==> config.mk <==
export PLATFORM = sky130hd
export DESIGN_NAME = ring_seq_counter_flat
export DESIGN_NICKNAME = d
export VERILOG_FILES = /design/src/rtl/ring_seq_counter_pkg.sv /design/src/rtl/ring_seq_counter_if.sv /design/src/rtl/ring_pattern_chk.sv /design/src/rtl/ring_seq_counter.sv /design/src/flat_wrapper.sv
export SDC_FILE = /design/constraint.sdc
export NUM_CORES = 1
export LEC_CHECK = 0
export ABC_CLOCK_PERIOD_IN_PS = 1500
export CELL_PAD_IN_SITES_DETAIL_PLACEMENT = 1
export CELL_PAD_IN_SITES_GLOBAL_PLACEMENT = 2
export CORE_MARGIN = 2
export CORE_UTILIZATION = 28
export DETAILED_ROUTE_END_ITERATION = 16
export GPL_TIMING_DRIVEN = 1
export PLACE_DENSITY_LB_ADDON = 0.15
export SLEW_MARGIN = 20
export SYNTH_ARGS = -nofsm -noshare
export SYNTH_HDL_FRONTEND = slang
export SYNTH_SLANG_ARGS = --single-unit
==> constraint.sdc <==
create_clock -name clk -period 1.5 [get_ports clk]
set_input_delay 0.3 -clock clk [delete_from_list [all_inputs] [get_ports clk]]
set_output_delay 0.3 -clock clk [all_outputs]
set_load 0.01 [all_outputs]
==> src/rtl/ring_seq_counter_pkg.sv <==
// Shared types and constants for the ring/Johnson sequence counter.
package ring_seq_counter_pkg;

    localparam int RING_WIDTH = 4;

    typedef enum logic {
        RING_ONEHOT  = 1'b0,
        RING_JOHNSON = 1'b1
    } ring_mode_e;

endpackage

==> src/rtl/ring_seq_counter_if.sv <==
// Control/status bundle between a driver and the sequence counter.
interface ring_seq_counter_if #(
    parameter int WIDTH = 4
);
    logic             load;
    logic             mode;
    logic [WIDTH-1:0] data_in;
    logic             en;
    logic             dir;
    logic [WIDTH-1:0] count;
    logic             valid;
    logic             mode_q;
    logic             wrap;
    logic             load_err;

    modport master (
        output load, mode, data_in, en, dir,
        input  count, valid, mode_q, wrap, load_err
    );

    modport slave (
        input  load, mode, data_in, en, dir,
        output count, valid, mode_q, wrap, load_err
    );
endinterface

==> src/rtl/ring_pattern_chk.sv <==
// Combinational legality check of a load pattern for the selected mode.
module ring_pattern_chk
    import ring_seq_counter_pkg::*;
#(
    parameter int WIDTH = RING_WIDTH
) (
    input  ring_mode_e       mode,
    input  logic [WIDTH-1:0] data_in,
    output logic             legal
);

    localparam logic [WIDTH-1:0] ONE = WIDTH'(1);

    logic [WIDTH-1:0] inv;
    logic             onehot;
    logic             thermo_lo;
    logic             thermo_hi;

    // x & (x+1) == 0 holds exactly for ones packed from the LSB
    always_comb begin
        inv       = ~data_in;
        onehot    = (data_in != '0) && ((data_in & (data_in - ONE)) == '0);
        thermo_lo = ((data_in & (data_in + ONE)) == '0);
        thermo_hi = ((inv & (inv + ONE)) == '0);
        legal     = (mode == RING_JOHNSON) ? (thermo_lo || thermo_hi) : onehot;
    end

endmodule

==> src/rtl/ring_seq_counter.sv <==
// One-hot / Johnson ring counter with checked load, direction and wrap pulse.
module ring_seq_counter
    import ring_seq_counter_pkg::*;
#(
    parameter int WIDTH = RING_WIDTH
) (
    input logic               clk,
    input logic               reset,
    ring_seq_counter_if.slave bus
);

    logic [WIDTH-1:0] count_q, count_d;
    logic             valid_q, valid_d;
    ring_mode_e       mode_q, mode_d;
    logic             wrap_q, wrap_d;
    logic             load_err_q, load_err_d;

    logic [WIDTH-1:0] step;
    logic             step_wrap;
    logic             legal;

    ring_pattern_chk #(.WIDTH(WIDTH)) u_chk (
        .mode    (ring_mode_e'(bus.mode)),
        .data_in (bus.data_in),
        .legal   (legal)
    );

    always_comb begin
        if (mode_q == RING_ONEHOT) begin
            step      = bus.dir ? {count_q[0], count_q[WIDTH-1:1]}
                                : {count_q[WIDTH-2:0], count_q[WIDTH-1]};
            step_wrap = bus.dir ? count_q[0] : count_q[WIDTH-1];
        end else begin
            step      = bus.dir ? {~count_q[0], count_q[WIDTH-1:1]}
                                : {count_q[WIDTH-2:0], ~count_q[WIDTH-1]};
            step_wrap = bus.dir ? (count_q == '0) : (step == '0);
        end
    end

    always_comb begin
        count_d    = count_q;
        valid_d    = valid_q;
        mode_d     = mode_q;
        wrap_d     = 1'b0;
        load_err_d = 1'b0;
        if (bus.load) begin
            if (legal) begin
                count_d = bus.data_in;
                mode_d  = ring_mode_e'(bus.mode);
                valid_d = 1'b1;
            end else begin
                load_err_d = 1'b1;
            end
        end else if (bus.en && valid_q) begin
            count_d = step;
            wrap_d  = step_wrap;
        end
    end

    always_ff @(posedge clk or negedge reset) begin
        if (!reset) begin
            count_q    <= '0;
            valid_q    <= 1'b0;
            mode_q     <= RING_ONEHOT;
            wrap_q     <= 1'b0;
            load_err_q <= 1'b0;
        end else begin
            count_q    <= count_d;
            valid_q    <= valid_d;
            mode_q     <= mode_d;
            wrap_q     <= wrap_d;
            load_err_q <= load_err_d;
        end
    end

    assign bus.count    = count_q;
    assign bus.valid    = valid_q;
    assign bus.mode_q   = mode_q;
    assign bus.wrap     = wrap_q;
    assign bus.load_err = load_err_q;

endmodule
==> src/flat_wrapper.sv <==
// flat-port wrapper written by rule: the top's interface ports become plain ports
module ring_seq_counter_flat import ring_seq_counter_pkg::*;
#(
    parameter int WIDTH = RING_WIDTH
)
  (clk, reset, bus_load, bus_mode, bus_data_in, bus_en, bus_dir, bus_count, bus_valid, bus_mode_q, bus_wrap, bus_load_err);
  ring_seq_counter_if #(.WIDTH(WIDTH)) bus_i ();
  input logic clk;
  input logic reset;
  input wire logic [$bits(bus_i.load)-1:0] bus_load;
  input wire logic [$bits(bus_i.mode)-1:0] bus_mode;
  input wire logic [$bits(bus_i.data_in)-1:0] bus_data_in;
  input wire logic [$bits(bus_i.en)-1:0] bus_en;
  input wire logic [$bits(bus_i.dir)-1:0] bus_dir;
  output wire logic [$bits(bus_i.count)-1:0] bus_count;
  output wire logic [$bits(bus_i.valid)-1:0] bus_valid;
  output wire logic [$bits(bus_i.mode_q)-1:0] bus_mode_q;
  output wire logic [$bits(bus_i.wrap)-1:0] bus_wrap;
  output wire logic [$bits(bus_i.load_err)-1:0] bus_load_err;
  assign bus_i.load = bus_load;
  assign bus_i.mode = bus_mode;
  assign bus_i.data_in = bus_data_in;
  assign bus_i.en = bus_en;
  assign bus_i.dir = bus_dir;
  assign bus_count = bus_i.count;
  assign bus_valid = bus_i.valid;
  assign bus_mode_q = bus_i.mode_q;
  assign bus_wrap = bus_i.wrap;
  assign bus_load_err = bus_i.load_err;
  ring_seq_counter #(.WIDTH(WIDTH)) u_core (.clk(clk), .reset(reset), .bus(bus_i));
endmodule
==> qor.txt, run 1 <==
Status = finished, final reports clean
Final hold vios = 0
Top cell type's share of synthesized area = 26.8%
Max Fclk = 0.685 GHz
Adder-Cell Fraction of Synth Area = 0%
WHS = 338 ps
Vias per cell = 5.11
Net Sw Power = 0.322 mW
Multi-input gate area = 542 um^2
PwrDens = 759 mW/mm^2
Maxcap violations = 0
WL met3 = 44 um
CTS tree = built
First-pass GRT wire length = 4000 um
Worst setup margin = 39.4 ps
Final ANT Viol Nets = 0
Routed len/inst = 14.9 um
Yosys Warn Count = 0
CTS HTree Levels = 1
Register area = 204 um^2
Clk_skew = 2.33 ps
Net count after synthesis = 93
Die footprint = 0.00310 mm^2
Post-route DRC = 0
Layout area overhead = 60.5%
Multiplexer area fraction after synthesis = 8.38%
Critical path type = in -> reg
N_diodes = 0
Async SR Flop Fraction = 100%
Num rows = 18
Clock transition at path regs = 60 ps
P_int = 0.588 mW
Number of global-route vias before repair = 834
Post-synth cell types = 38
Xor-xnor portion of the synthesized cell area = 2.35%
Area leader, netlist = dfrtp_1
Largest net degree at the start of global routing = 9
Avg Cell Area, Syn = 9.00 um^2
Gpl congestion = 0.683
Clk root buf = clkbuf_4
Synth Area in Compound Gates = 30.0%
First-pass DRT Iterations = 4
Io pins = 18
Crit path max-delay cell type = dlygate4sd2_1
Max rail drop VDD = 0.000493 V
Post-Syn Area = 747 um^2
Clock share of power = 18.4%
Setup violations, final = 0
Least-Margin Pin Slew = 399 ps
Initial Util = 29.9%
Wire length on met1 = 938 um
Clock Sink Count = 8
Post-Layout Cell Count = 154
Inst Count DP = 147
Initial antenna violation count = 0
Post-synth EDFFs = 0
Layout cell share with drive strength beyond 1 = 43.5%
# port buffers = 17
Largest cells by area after synthesis = dfrtp_1, mux2i_1, buf_6
Simple-gate share of the synthesized area = 24.1%
Final wirelength = 2300 um
Final Max Tran Viols = 0
Leak = 0.536 nW
Worst Setup End Kind = flop
Nets = 136
Most frequent cells after synthesis = dfrtp_1, a21oi_1, nand2_1
RSZ-0062 raised after global routing = yes
Clock Tree Buf Depth = 2
Prevailing post-synth register cell = dfrtp_1
DR iter-0 viols = 6
Worst setup SP type = input port
Sequential element share of the synthesized area = 26.8%
CTS Buf Count = 3
Post-Synthesis Cells = 83
Die width = 55.7 um
Top Metal Used = met4
DP HPWL = 1740 um
GRT Residual Overflow = 0
Vias = 787
Place WS = -648 ps
Period minus WS final = 1460 ps
Gr usage total = 16.4%
Worst-path fanout max = 8
Worst Hold Class = in -> async
Largest family of logic cells by synthesized area = compound AO/OA/AOI/OAI gates
Relative slew slack = 73.3%
Chip height = 55.7 um
Met2 routed WL = 1290 um
Fin crit share = 97.4%
Flops & latches, synth = 8
Flop pwr share = 32.6%
Most frequent cell after synthesis = dfrtp_1
Net Sw Frac = 35.4%
WP data arrival = 1600 ps
Final Core Density = 47.9%
Clock latency on the worst-skew pair = 250 ps
Setup TNS = 0 ps
Combinational share of power = 49.0%
Core area = 0.00250 mm^2
CP required = 1640 ps
Critical path, cell by cell = dlygate4sd2_1, buf_6, nor2b_1, o311ai_2, buf_4, nand3_2, a32o_1
Worst path max stage delay = 260 ps
Filler instances = 312
-- power by group through the flow --
| stage | clock network, mW | registers, mW | logic [mW] |
|---|---|---|---|
| 4_1_cts | 0.181 | 0.297 | 0.447 |
| 5_1_grt | 0.189 | 0.307 | 0.487 |
| 2_1_floorplan | 0 | 0.317 | 0.194 |
| 3_5_place_dp | 0 | 0.303 | 0.418 |
| 3_3_place_gp | 0 | 0.300 | 0.408 |
| 6_report | 0.168 | 0.297 | 0.446 |
-- cell families (layout without fill, tap and decap cells) --
group	Yosys count	after routing
AO/OA/AOI/OAI	28	28
buffers and inverters	10	51
AND/OR/NAND/NOR	29	29
multiplexers	6	6
flip-flops	8	8
XOR/XNOR	2	2
-- stage by stage --
stage / instance area [um^2] / power, mW
floorplan: 747 / 0.511
detailed placement: 1080 / 0.721
global placement: 1080 / 0.708
finish: 1200 / 0.910
CTS: 1180 / 0.925
global route: 1200 / 0.982
-- cell type report --
class / count / area share [%]
inverters: 3 / 0.939
clock buffers: 3 / 1.88
well taps: 30 / 3.13
repair buffers: 45 / 31.8
flip-flops and latches: 8 / 17.0
multi-input cells: 65 / 45.2
-- state kept, by name, summed over array words and instances, names as in the netlist --
name and cells:
u_core.bus.count 4, u_core.bus.load_err 1, u_core.bus.mode_q 1, u_core.bus.valid 1, u_core.bus.wrap 1
-- per-layer routing --
layer | up-vias | GRT usage [%]
met5 | - | 0
met4 | 0 | 7.32
met3 | 2 | 2.33
met2 | 14 | 31.6
met1 | 380 | 17.3
li1 | 391 | -
-- worst paths after layout --
kind | slack, ps | endpoint | cells past startpoint | startpoint
max | 40 | u_core.bus.mode_q$_DFFE_PN0P_ | 7 | bus_data_in[1]
min | 340 | u_core.bus.mode_q$_DFFE_PN0P_ | 1 | reset
max reg2reg | 180 | u_core.bus.count[2]$_DFFE_PN0P_ | 5 | u_core.bus.count[1]$_DFFE_PN0P_
min reg2reg | 500 | u_core.bus.valid$_DFFE_PN0P_ | 1 | u_core.bus.valid$_DFFE_PN0P_
max in group asynchronous | 860 | u_core.bus.count[2]$_DFFE_PN0P_ | 1 | reset
min in group clk | 500 | u_core.bus.valid$_DFFE_PN0P_ | 1 | u_core.bus.valid$_DFFE_PN0P_
-- worst max-delay path, delay by kind of cell --
family	cells	cell delay [ps]
and+or+nand+nor	2	230
AOI/OAI and AO/OA	2	470
buffers and inverters	3	600
-- what timing repair did --
action                                  in CTS  in global routing
endpoints found under the setup margin      10                 10
hold buffers                                 0                  0
hold endpoints to repair                     0                  0
cloned                                       1                  0
pin swaps                                    7                  2
resized for setup                           27                  9
buffers inserted                             3                  0
-- cells in the final DEF, fill, tap and decap left out, types with 3 or more instances in the layout --
master | synthesis | final
buf_2 | 2 | 3
clkbuf_4 | 0 | 3
dfrtp_1 | 8 | 5
nand2b_1 | 4 | 3
inv_1 | 3 | 3
nand2_1 | 6 | 6
dfrtp_2 | 0 | 3
a21oi_1 | 6 | 4
dlygate4sd2_1 | 0 | 4
dlymetal6s2s_1 | 0 | 4
a211oi_1 | 3 | 3
clkdlybuf4s50_1 | 0 | 6
buf_4 | 0 | 25
o21ai_0 | 4 | 3
nor2b_1 | 5 | 5
mux2i_1 | 4 | 4
Note: power is estimated with default switching activity, not from simulation.
==> inputs of run 2 (changes only) <==
--- a/config.mk
+++ b/config.mk
@@ -5,11 +5,11 @@
 export SDC_FILE = /design/constraint.sdc
 export NUM_CORES = 1
 export LEC_CHECK = 0
-export ABC_CLOCK_PERIOD_IN_PS = 1500
+export ABC_CLOCK_PERIOD_IN_PS = 1300
 export CELL_PAD_IN_SITES_DETAIL_PLACEMENT = 1
 export CELL_PAD_IN_SITES_GLOBAL_PLACEMENT = 2
 export CORE_MARGIN = 2
-export CORE_UTILIZATION = 28
+export CORE_UTILIZATION = 26
 export DETAILED_ROUTE_END_ITERATION = 16
 export GPL_TIMING_DRIVEN = 1
 export PLACE_DENSITY_LB_ADDON = 0.15
==> constraint.sdc (replaced) <==
create_clock -name clk -period 1.3 [get_ports clk]
set_input_delay 0.26 -clock clk [delete_from_list [all_inputs] [get_ports clk]]
set_output_delay 0.26 -clock clk [all_outputs]
set_load 0.01 [all_outputs]
==> run 2 against run 1 <==
The flow now finishes with violations (setup timing). Clock power up 13%. Die area up 7.1%. Highest routed layer unchanged. Critical endpoint is now u_core.bus.count[3]$_DFFE_PN0P_. Cell count up 3.9%. Flip-flop and latch count unchanged. Sequential share of layout area down 1.2 points. Clock skew about the same. Via count up 2.0%.
==> qor.txt, run 2 (synthesized netlist as in run 1, its figures left out) <==
Crit path max-delay cell type = or3_4
Worst setup SP type = input port
Gr usage total = 15.6% (-0.83 points)
CTS Buf Count = 3 (unchanged)
Die width = 57.6 um (+3.5%)
Post-route DRC = 0 (unchanged)
Routed len/inst = 14.8 um (-0.95%)
Core area = 0.00273 mm^2 (+9.4%)
Clock share of power = 16.7% (-1.7 points)
Max rail drop VDD = 0.000536 V (+8.7%)
FF-to-FF Start = u_core.bus.mode_q$_DFFE_PN0P_
Clock Tree Buf Depth = 2 (unchanged)
Largest net degree at the start of global routing = 9 (unchanged)
Worst setup margin = -5.00 ps (-44.4 ps)
Critical path, cell by cell = buf_8, or3_4, a221oi_4, a211oi_4, a31oi_1, a21oi_2
CTS HTree Levels = 1 (unchanged)
N_diodes = 0 (unchanged)
Gpl congestion = 0.787 (+15%)
First-pass GRT wire length = 3990 um (-0.18%)
Period minus WS final = 1300 ps
Final Max Tran Viols = 0 (unchanged)
Layout area overhead = 69.8%
Worst r2r dst = u_core.bus.count[3]$_DFFE_PN0P_
Layout cell share with drive strength beyond 1 = 49.6% (+6.1 points)
Worst-path fanout max = 5 (-3)
Worst path max stage delay = 400 ps (+140 ps)
Number of global-route vias before repair = 821 (-1.6%)
Final ANT Viol Nets = 0 (unchanged)
Max FFs per register = 4 (unchanged)
Critical path type = in -> reg
Io pins = 18 (unchanged)
Final wirelength = 2370 um (+2.9%)
Clock latency on the worst-skew pair = 260 ps (about the same)
PwrDens = 895 mW/mm^2 (+18%)
First-pass DRT Iterations = 4 (unchanged)
Least-Margin Pin Slew = 386 ps (-13.1 ps)
Failing checks = setup timing
Vias per cell = 5.02 (-1.8%)
Initial antenna violation count = 0 (unchanged)
Nets = 141 (+3.7%)
DP HPWL = 1820 um (+4.3%)
DR iter-0 viols = 13 (+7)
Worst-case reg-to-reg path depth = 6 (+1)
RSZ-0062 raised after global routing = yes
Worst Hold Class = in -> async
Fin crit share = 100%
Initial Util = 27.3% (-2.6 points)
Clock transition at path regs = 50 ps (about the same)
Most common cell after layout, fill and taps aside = buf_4
Commonest cells after routing, fill and taps aside = buf_4, dlygate4sd2_1, dfrtp_1
Clk_skew = 2.44 ps (+0.108 ps)
Flop pwr share = 28.2% (-4.4 points)
R2R setup slack = -5 ps (-180 ps)
# port buffers = 17 (unchanged)
Worst Setup End Kind = flop
Net Sw Power = 0.396 mW (+23%)
Combinational share of power = 55.1% (+6.1 points)
Relative slew slack = 74.2% (+0.87 points)
Leak = 0.564 nW (+5.2%)
CTS tree = built
Clk root buf = clkbuf_4
Maxcap violations = 0 (unchanged)
Clock Sink Count = 8 (unchanged)
Num rows = 19 (+1)
Chip height = 57.6 um (+3.5%)
Max Fclk = 0.766 GHz
WP data arrival = 1440 ps (-160 ps)
CP required = 1440 ps (-200 ps)
Net Sw Frac = 34.9% (-0.48 points)
Vias = 803 (+2.0%)
Crit path from = bus_data_in[2]
Final Core Density = 46.4% (-1.5 points)
Delay-heaviest family, CP = compound AO/OA/AOI/OAI gates
Status = finished with violations
Setup violations, final = 1 (+1)
Die footprint = 0.00332 mm^2 (+7.1%)
P_int = 0.740 mW (+26%)
Final hold vios = 0 (unchanged)
Filler instances = 321 (+2.9%)
CP bufs+invs = 1 (-2)
GRT Residual Overflow = 0 (unchanged)
Total power = 1.14 mW (+25%)
run 2: routing by layer:
metal	wire length (um)	vias up	GRT usage (%)
met2	1230	16	27.6
met5	0	-	0
li1	-	399	-
met3	66	3	2.04
met4	21	0	2.99
met1	1050	385	20.3
run 2: how the worst max path moves through the flow:
stage                                      endpoint  slack (ps)  cells after the start
global route        u_core.bus.count[3]$_DFFE_PN0P_         -60                      6
detailed placement  u_core.bus.count[2]$_DFFE_PN0P_        -760                      6
global placement    u_core.bus.count[2]$_DFFE_PN0P_        -720                      6
CTS                       u_core.bus.wrap$_DFF_PN0_         0.4                      5
finish              u_core.bus.count[3]$_DFFE_PN0P_          -5                      6
floorplan           u_core.bus.count[3]$_DFFE_PN0P_        -150                      6
run 2: final cells by class:
cell class	instances	area, um^2	share of cell area [%]
Multi-Input combinational cell	65	568	44.8
Inverter	3	11.3	0.888
Tap cell	31	38.8	3.06
Timing Repair Buffer	50	428	33.7
Clock buffer	3	22.5	1.78
Sequential cell	8	200	15.8
run 2: power groups by stage:
stage | clock network, mW | logic (mW) | registers, mW
after floorplan | 0 | 0.236 | 0.366
after global placement | 0 | 0.532 | 0.328
after detailed placement | 0 | 0.540 | 0.330
after CTS | 0.200 | 0.596 | 0.320
after global routing | 0.212 | 0.681 | 0.327
final | 0.190 | 0.626 | 0.320
run 2: what timing repair did:
item                                    4_1_cts  5_1_grt
hold buffers                                  0        0
gates resized for setup                      50        8
endpoints found under the setup margin       16        5
setup buffers                                 7        2
hold endpoints to repair                      0        0
cloned                                        0        0
pin swaps                                    14        6
run 2: metrics by stage:
step | hold slack [ps] | instances | setup TNS (ps) | setup slack (ps) | instance area, um^2
after detailed placement | 485 | 149 | -5110 | -760 | 1110
after global routing | 321 | 160 | -148 | -60.4 | 1270
after CTS | 293 | 158 | 0 | 0.355 | 1210
after floorplan | -35.6 | 83 | -670 | -145 | 773
after global placement | 504 | 149 | -4910 | -720 | 1110
final | 291 | 160 | -5.00 | -5.00 | 1270
